<file path="config.mk">
export PLATFORM = sky130hd
export DESIGN_NAME = trdb_ctrl_regs
export DESIGN_NICKNAME = d
export VERILOG_FILES = /design/src/rtl/trdb_ctrl_regs.sv
export SDC_FILE = /design/constraint.sdc
export NUM_CORES = 1
export LEC_CHECK = 0
export BUFFER_PORTS_ARGS = -buffer_cell sky130_fd_sc_hd__buf_2
export CORE_ASPECT_RATIO = 0.8
export CORE_MARGIN = 2
export CORE_UTILIZATION = 54
export DETAILED_ROUTE_END_ITERATION = 8
export PLACE_DENSITY = 0.8
export SLEW_MARGIN = 20
export SYNTH_ARGS = -nofsm -noshare
export SYNTH_HDL_FRONTEND = slang
export SYNTH_SLANG_ARGS = --single-unit
</file>
<file path="constraint.sdc">
create_clock -name clk_i -period 2.9 [get_ports clk_i]
set_clock_uncertainty 0.2 [all_clocks]
set_input_delay 0.435 -clock clk_i [delete_from_list [all_inputs] [get_ports clk_i]]
set_output_delay 0.435 -clock clk_i [all_outputs]
set_load 0.01 [all_outputs]
</file>
<file path="src/rtl/trdb_ctrl_regs.sv">
// Trace encoder control/status register block: per-channel CTRL/STATUS/ON_COUNT
// registers behind a single-cycle bus, plus a trace-enable FSM with a drain window.
module trdb_ctrl_regs #(
    parameter int NCH          = 2,
    parameter int ADDR_W       = 8,
    parameter int DRAIN_CYCLES = 4
) (
    input  logic              clk_i,
    input  logic              rst_i,
    input  logic              req_i,
    input  logic              we_i,
    input  logic [ADDR_W-1:0] addr_i,
    input  logic [31:0]       wdata_i,
    output logic              rvalid_o,
    output logic [31:0]       rdata_o,
    output logic              err_o,
    input  logic [NCH-1:0]    trace_req_on_i,
    input  logic [NCH-1:0]    trace_req_off_i,
    output logic [NCH-1:0]    trace_enable_o,
    output logic [NCH-1:0]    trace_activated_o,
    output logic [NCH-1:0]    clk_en_o,
    output logic [NCH-1:0]    nocontext_o,
    output logic [NCH-1:0]    notime_o,
    output logic [NCH-1:0]    delta_address_o,
    output logic [NCH-1:0]    full_address_o,
    output logic              encoder_mode_o
);

    localparam int CHW  = ADDR_W - 4;
    localparam int IDXW = (NCH > 1) ? $clog2(NCH) : 1;
    localparam int CNTW = (DRAIN_CYCLES > 1) ? $clog2(DRAIN_CYCLES) : 1;
    localparam logic [CNTW-1:0] DRAIN_LOAD = CNTW'(DRAIN_CYCLES - 1);

    localparam logic [1:0] S_IDLE    = 2'd0;
    localparam logic [1:0] S_ARMED   = 2'd1;
    localparam logic [1:0] S_TRACING = 2'd2;
    localparam logic [1:0] S_DRAIN   = 2'd3;

    logic [CHW-1:0]  w_chan;
    logic [1:0]      w_reg;
    logic [IDXW-1:0] w_idx;
    logic            w_err;
    logic [31:0]     w_rd;
    logic [31:0]     w_ctrl_rd   [NCH];
    logic [31:0]     w_status_rd [NCH];
    logic [31:0]     w_count_rd  [NCH];
    logic            w_unused;

    assign w_chan   = addr_i[ADDR_W-1:4];
    assign w_reg    = addr_i[3:2];
    assign w_idx    = w_chan[IDXW-1:0];
    assign w_err    = ({1'b0, w_chan} >= (CHW+1)'(NCH)) || (w_reg == 2'd3);
    assign w_unused = ^{addr_i[1:0], wdata_i[31:6]};

    assign encoder_mode_o = 1'b0;

    for (genvar c = 0; c < NCH; c++) begin : g_ch
        logic            w_sel, w_wr_ctrl, w_wr_stat, w_wr_cnt;
        logic            w_on_eff, w_off, w_start;
        logic            r_activate, r_nocontext, r_notime, r_delta, r_full;
        logic            r_on_seen, r_off_seen;
        logic [1:0]      r_state;
        logic [CNTW-1:0] r_drain;
        logic [15:0]     r_on_count;

        assign w_sel     = req_i & ~w_err & (w_idx == IDXW'(c));
        assign w_wr_ctrl = w_sel & we_i & (w_reg == 2'd0);
        assign w_wr_stat = w_sel & we_i & (w_reg == 2'd1);
        assign w_wr_cnt  = w_sel & we_i & (w_reg == 2'd2);
        // A CTRL write with bit1 set acts as a software trigger in that same cycle.
        assign w_on_eff  = trace_req_on_i[c] | (w_wr_ctrl & wdata_i[1]);
        assign w_off     = trace_req_off_i[c];
        assign w_start   = (r_state == S_ARMED) & r_activate & w_on_eff & ~w_off;

        always_ff @(posedge clk_i or posedge rst_i) begin
            if (rst_i) begin
                r_activate  <= 1'b1;
                r_nocontext <= 1'b1;
                r_notime    <= 1'b1;
                r_delta     <= 1'b1;
                r_full      <= 1'b0;
            end else if (w_wr_ctrl) begin
                r_activate  <= wdata_i[0];
                r_nocontext <= wdata_i[2];
                r_notime    <= wdata_i[3];
                r_delta     <= wdata_i[4];
                r_full      <= wdata_i[5];
            end
        end

        // The FSM sees the CTRL value from before any write landing this cycle.
        always_ff @(posedge clk_i or posedge rst_i) begin
            if (rst_i) begin
                r_state <= S_IDLE;
                r_drain <= '0;
            end else begin
                case (r_state)
                    S_IDLE: begin
                        if (r_activate) r_state <= S_ARMED;
                    end
                    S_ARMED: begin
                        if (!r_activate)  r_state <= S_IDLE;
                        else if (w_start) r_state <= S_TRACING;
                    end
                    S_TRACING: begin
                        if (w_off || !r_activate) begin
                            r_state <= S_DRAIN;
                            r_drain <= DRAIN_LOAD;
                        end
                    end
                    default: begin
                        if (r_drain == '0) r_state <= r_activate ? S_ARMED : S_IDLE;
                        else               r_drain <= r_drain - 1'b1;
                    end
                endcase
            end
        end

        always_ff @(posedge clk_i or posedge rst_i) begin
            if (rst_i) begin
                r_on_seen  <= 1'b0;
                r_off_seen <= 1'b0;
                r_on_count <= '0;
            end else begin
                r_on_seen  <= w_on_eff | (r_on_seen  & ~(w_wr_stat & wdata_i[2]));
                r_off_seen <= w_off    | (r_off_seen & ~(w_wr_stat & wdata_i[3]));
                if (w_wr_cnt)
                    r_on_count <= '0;
                else if (w_start && (r_on_count != 16'hFFFF))
                    r_on_count <= r_on_count + 16'd1;
            end
        end

        assign w_ctrl_rd[c]   = {26'd0, r_full, r_delta, r_notime, r_nocontext, 1'b0, r_activate};
        assign w_status_rd[c] = {28'd0, r_off_seen, r_on_seen, r_state};
        assign w_count_rd[c]  = {16'd0, r_on_count};

        assign trace_enable_o[c]    = (r_state == S_TRACING);
        assign clk_en_o[c]          = (r_state != S_IDLE);
        assign trace_activated_o[c] = r_activate;
        assign nocontext_o[c]       = r_nocontext;
        assign notime_o[c]          = r_notime;
        assign delta_address_o[c]   = r_delta & ~r_full;
        assign full_address_o[c]    = r_full;
    end

    always_comb begin
        w_rd = '0;
        if (req_i && !we_i && !w_err) begin
            case (w_reg)
                2'd0:    w_rd = w_ctrl_rd[w_idx];
                2'd1:    w_rd = w_status_rd[w_idx];
                2'd2:    w_rd = w_count_rd[w_idx];
                default: w_rd = '0;
            endcase
        end
    end

    always_ff @(posedge clk_i or posedge rst_i) begin
        if (rst_i) begin
            rvalid_o <= 1'b0;
            err_o    <= 1'b0;
            rdata_o  <= '0;
        end else begin
            rvalid_o <= req_i;
            err_o    <= req_i & w_err;
            rdata_o  <= w_rd;
        end
    end

endmodule

</file>
Word-level counts from Yosys, hierarchy flattened
Cells that the tools add are included.
W data, S select, Z words.

word-level totals
  register bits = 88
  input port bits = 48

cells by class
  bitwise gates (word level) = 49
  $lt $le $gt $ge = 2
  add/sub/neg operators = 4
  equality and inequality tests = 17
  mux-type cells = 33
  reduce and logical (&&, ||, !) cells = 28

operators with widths
  cell                     count
  $mux W32                 7
  $pmux W32 S3             1
  $mux W16                 5
  $add A16 B1 Y16 const B  2
  $ne A16 B16 Y1 const B   2
  $and A1 B1 Y1            30
  $mux W2                  12
  $not A1 Y1               12
  $pmux W2 S3              2
  $logic_not A2 Y1         5
  $eq A2 B2 Y1 const B     4
  $ne A2 B2 Y1 const B     4
  $pmux W2 S2              2
  $reduce_and A4 Y1        2
  $reduce_bool A2 Y1       4
  $reduce_bool A4 Y1       2
  $eq A2 B1 Y1 const B     3
  $mux W6                  1
  $ne A3 B3 Y1 const B     2
  $or A1 B1 Y1             6
  $reduce_and A3 Y1        2
  $ge A4 B2 Y1 const B     1
  $logic_and A1 B1 Y1      4
  $logic_not A1 Y1         4
  8 further kinds          14

Longest topological paths before layout
  word-level depth = 14
  gate-level depth with buffers = 8
  depth with buffers taken out = 7

Worst setup path after synthesis
No wires, ideal clock.

  kind = reg-to-reg
  from = register g_ch[0].r_on_count[0]
  to = register g_ch[0].r_on_count[9]
  stages on the path, launching flop included = 8
  period minus slack after synthesis = 2.115 ns
  arrival time = 1.793 ns
  buffers on the path = 1
  path slack = 0.785 ns
  path through = dfrtp_1 > ha_1 > and4_1 > a41o_1 > buf_2 > nor4_1 > xnor2_1 > nor2_1

between the ends
  longest elaborated chain between the ends = 3
  elaborated cells between the ends (all ways) = 6
  those cells by class = 1 x add/sub; 1 x eq/ne; 2 x mux; 2 x reduce/logical

ends and longest elaborated chain
  item                                                      line      source
  start, declared                                           64        logic [15:0] r_on_count;
  start signal, assigned                                    130       r_on_count <= r_on_count + 16'd1;
  $add A16 B1 Y16 / $ne A16 B16 Y1 (equally long branches)  130, 129
  $mux W16 / $logic_and A1 B1 Y1 (equally long branches)    129       else if (w_start && (r_on_count != 16'hFFFF))
  $mux W16 / $reduce_bool A2 Y1 (equally long branches)     --

Several ways; a longest one is shown, not always the timed one. The select of a mux whose other input is x is not followed.
A chain may end at the register's enable or synchronous reset.

Final worst setup path
  from = register g_ch[1].r_activate
  to = register g_ch[1].r_on_count[8]

between the ends
  longest elaborated chain between the ends = 5

ends and longest elaborated chain
  item                          line  source
  start, declared               60    logic r_activate, r_nocontext, r_notime, r_delta, r_full;
  start signal, assigned        83    r_activate <= wdata_i[0];
  $and A1 B1 Y1 (3 in a row)    73    assign w_start = (r_state == S_ARMED) & r_activate & w_on_eff & ~w_off;
  $logic_and A1 B1 Y1           129
  $reduce_bool A2 Y1 (no line)  --
  end signal, assigned          130
  end, declared                 64

No other way between the ends.

==> impl_metrics.yaml <==
clock_tree:
  cts_sinks: 72
  cts_max_level: 3
  clk-insertion-delay-late_ns: 0.35
  ctsResizeCount: 0
  cts_made_buffers: 9
  path_clk_slew_ns: 0.07
  root_buffer: "clkbuf_8"
  cts_tree: "done"
  cts_setup_buffers: 0
  clk_path_buf_depth: 2
routing:
  vias_per_cell: 5.91
  drt_first_iter_violations: 162
  wl_per_cell_um: 16.4
  drc_errors: 0
  vias: 3252
  drt_pass1_iterations: 5
  postRouteAntennaNets: 0
  routed_wl_um: 9020
global_route:
  grt_max_degree: 41
  grt_first_pass_wirelength_um: 14800
  grt.overflow.total: 0
  grt_pass1_vias: 3070
  antenna_found_initial: 0
  gr-usage-all-layers: 0.235
sta:
  layout_setup_ws_ns: 0.525
  drv_slew: 0
  max_freq_ghz: 0.421
  layout_min_cycle_time_ns: 2.38
  fin_tns_setup_ns: 0
  rsz0062_at_grt: "no"
  setup_violations: 0
  fin_crit_sh: 0.819
  relSlewSlack: 0.535
  worst_pin_slew_ns: 0.697
  holdWs_ns: 0.0455
  hold_viol: 0
worst_hold_path:
  hp-class: "input pin to flop"
  hp-start: "req_i"
  worst_hold_path.num_cells: 1
  min_to: "rvalid_o"
logic_synthesis:
  synth_seq_area_share: 0.445
  yosysWarnings: 0
  synth_common_cells: "dfrtp_1, nor2_1, nand2_1"
  ys_dominant_reg_cell: "dfrtp_1"
  synth_area_per_cell_um2: 9.92
  synth_edf_count: 0
  synthArstFlopShare: 1.00
  synth_cell_types: 54
  yosysTopAreaCell: "dfrtp_1"
  netlist_area_mm2: 0.00407
  yosysMostFrequentCell: "dfrtp_1"
  yosys.area.top_type_share: 0.394
  synthTopCellsByArea: "dfrtp_1, dfstp_2, buf_4"
  synthCells: 410
  ys_seq_elements: 72
place:
  hpwl_um: 6510
  pre_cts_ws_ns: 0.393
  port_buffers: 51
  place_congestion: 0.834
setup_path:
  reg2reg_to: "g_ch[1].r_on_count[8]"
  critPathCaptureType: "flop"
  cp.arrival_ns: 2.47
  worstSetupPathType: "flop to flop"
  worstPathRequired_ns: 2.99
  path_max_fanout: 7
  r2r_slack_ns: 0.52
  r2r-start: "g_ch[1].r_activate"
  reg2regPathDepth: 5
  start_kind: "flop"
power:
  p_comb_frac: 0.174
  p_per_area_mw_per_mm2: 497
  p_leak_uw: 0.00204
  p_sw_frac: 0.285
  internal_power_uw: 1600
  clkPwrFrac: 0.321
  vdd_drop_max_mv: 0.247
  seqPwrFrac: 0.506
  power_switching_uw: 635
  fin_total_pwr_uw: 2230
floorplan:
  die_w_um: 101
  dieArea_mm2: 0.00825
  placeableCoreArea_mm2: 0.00736
  io_pins: 97
  initial_core_util: 0.553
  die-height_um: 81.6
  row_count: 28
cells_and_area:
  final_util: 0.610
  seq_area_mm2: 0.00181
  nFillCells: 619
  areaGrowthSynthToFinish_pct: 10.4
  antennaDiodeCount: 0
  layout.nets: 511
  drive_above_1_share: 0.233
  multi_input_area_mm2: 0.00202
outcome:
  status: "finished clean"
run:
  cap_viol_max_count: 0
[final cells by class]
cell class / instances / area share
clock buffers: 13 / 0.0354
clock inverters: 3 / 0.00390
inverters: 12 / 0.0100
multi-input cells: 302 / 0.450
flip-flops and latches: 72 / 0.403
well taps: 90 / 0.0251
repair buffers: 58 / 0.0719
[critical path: stages (launching register included)]
cell and delay [ns]:
dfstp_2 0.59, nor3b_1 0.42, and2_1 0.22, o2111ai_1 0.30, or4_1 0.49, nand2_1 0.09
[placed cells by master, fill, tap and decap left out, types with 3 or more instances in the layout]
master	count
or3_1	4
nand2b_1	5
mux2i_1	16
nor4_2	3
nand3_1	16
buf_2	51
dfstp_2	8
nand2_1	28
nor2b_1	8
ha_1	8
and2_1	4
a211oi_1	4
and4_1	8
o31ai_1	6
clkbuf_8	11
mux2_2	15
nor4_1	6
dfrtp_1	64
buf_4	5
nor3b_1	6
nor2_1	40
a221oi_1	3
nor3_1	8
conb_1	17
inv_1	11
xnor2_1	15
and3_1	7
o21ai_0	15
nand4_1	8
a21oi_1	18
or4_1	7
[per-stage QoR]
step / instances / instance area, um^2
2_1_floorplan: 426 / 4130
3_3_place_gp: 533 / 4300
3_5_place_dp: 533 / 4300
4_1_cts: 550 / 4490
5_1_grt: 550 / 4490
6_report: 550 / 4490
[power by group through the flow]
stage	registers (uW)	clock network [uW]	logic, uW
after floorplan	1130	0	320
after global placement	1140	0	368
after detailed placement	1150	0	388
after CTS	1130	733	389
after global routing	1140	768	441
final	1130	716	387
[state kept, by name, summed over array words and instances (netlist names)]
register and cells:
g_ch.r_drain 4, g_ch.r_nocontext 2, g_ch.r_full 2, rdata_o 16, err_o 1, g_ch.r_on_count 32
g_ch.r_on_seen 2, g_ch.r_delta 2, rvalid_o 1, g_ch.r_notime 2, g_ch.r_off_seen 2, g_ch.r_activate 2
g_ch.r_state 4
[per-layer routing]
layer	wire length [um]	vias up	track usage
met2	4230	99	0.385
met5	0	-	0
met4	100	0	0.0595
met1	4150	1606	0.312
met3	544	11	0.0655
li1	-	1536	-
[kinds of logic (layout without fill, tap and decap cells)]
| family | count (synthesis) | in the layout | synth area share |
|---|---|---|---|
| and+or+nand+nor | 168 | 168 | 0.234 |
| adders and majority gates | 8 | 8 | 0.0246 |
| xor gates and xnor gates | 15 | 15 | 0.0323 |
| AOI/OAI and AO/OA | 61 | 61 | 0.0981 |
| buffers and inverters | 52 | 86 | 0.0723 |
| DFF | 72 | 72 | 0.445 |
| muxes | 33 | 33 | 0.0920 |
| other | 1 | 17 | 0.000922 |
[worst max path at each step]
stage,start,end,slack (ns)
5_1_grt,g_ch[1].r_activate,g_ch[1].r_on_count[12],0.32
6_report,g_ch[1].r_activate,g_ch[1].r_on_count[8],0.52
4_1_cts,g_ch[1].r_activate,g_ch[1].r_on_count[8],0.51
3_3_place_gp,addr_i[2],g_ch[1].r_on_count[13],0.45
2_1_floorplan,rst_i,err_o,0.45
3_5_place_dp,addr_i[2],g_ch[1].r_on_count[15],0.39
[what timing repair did]
item	4_1_cts	5_1_grt
hold endpoints to repair	2	0
hold buffers	1	0
setup endpoints to repair	0	0
No activity file was read; power rests on OpenSTA's default activity.
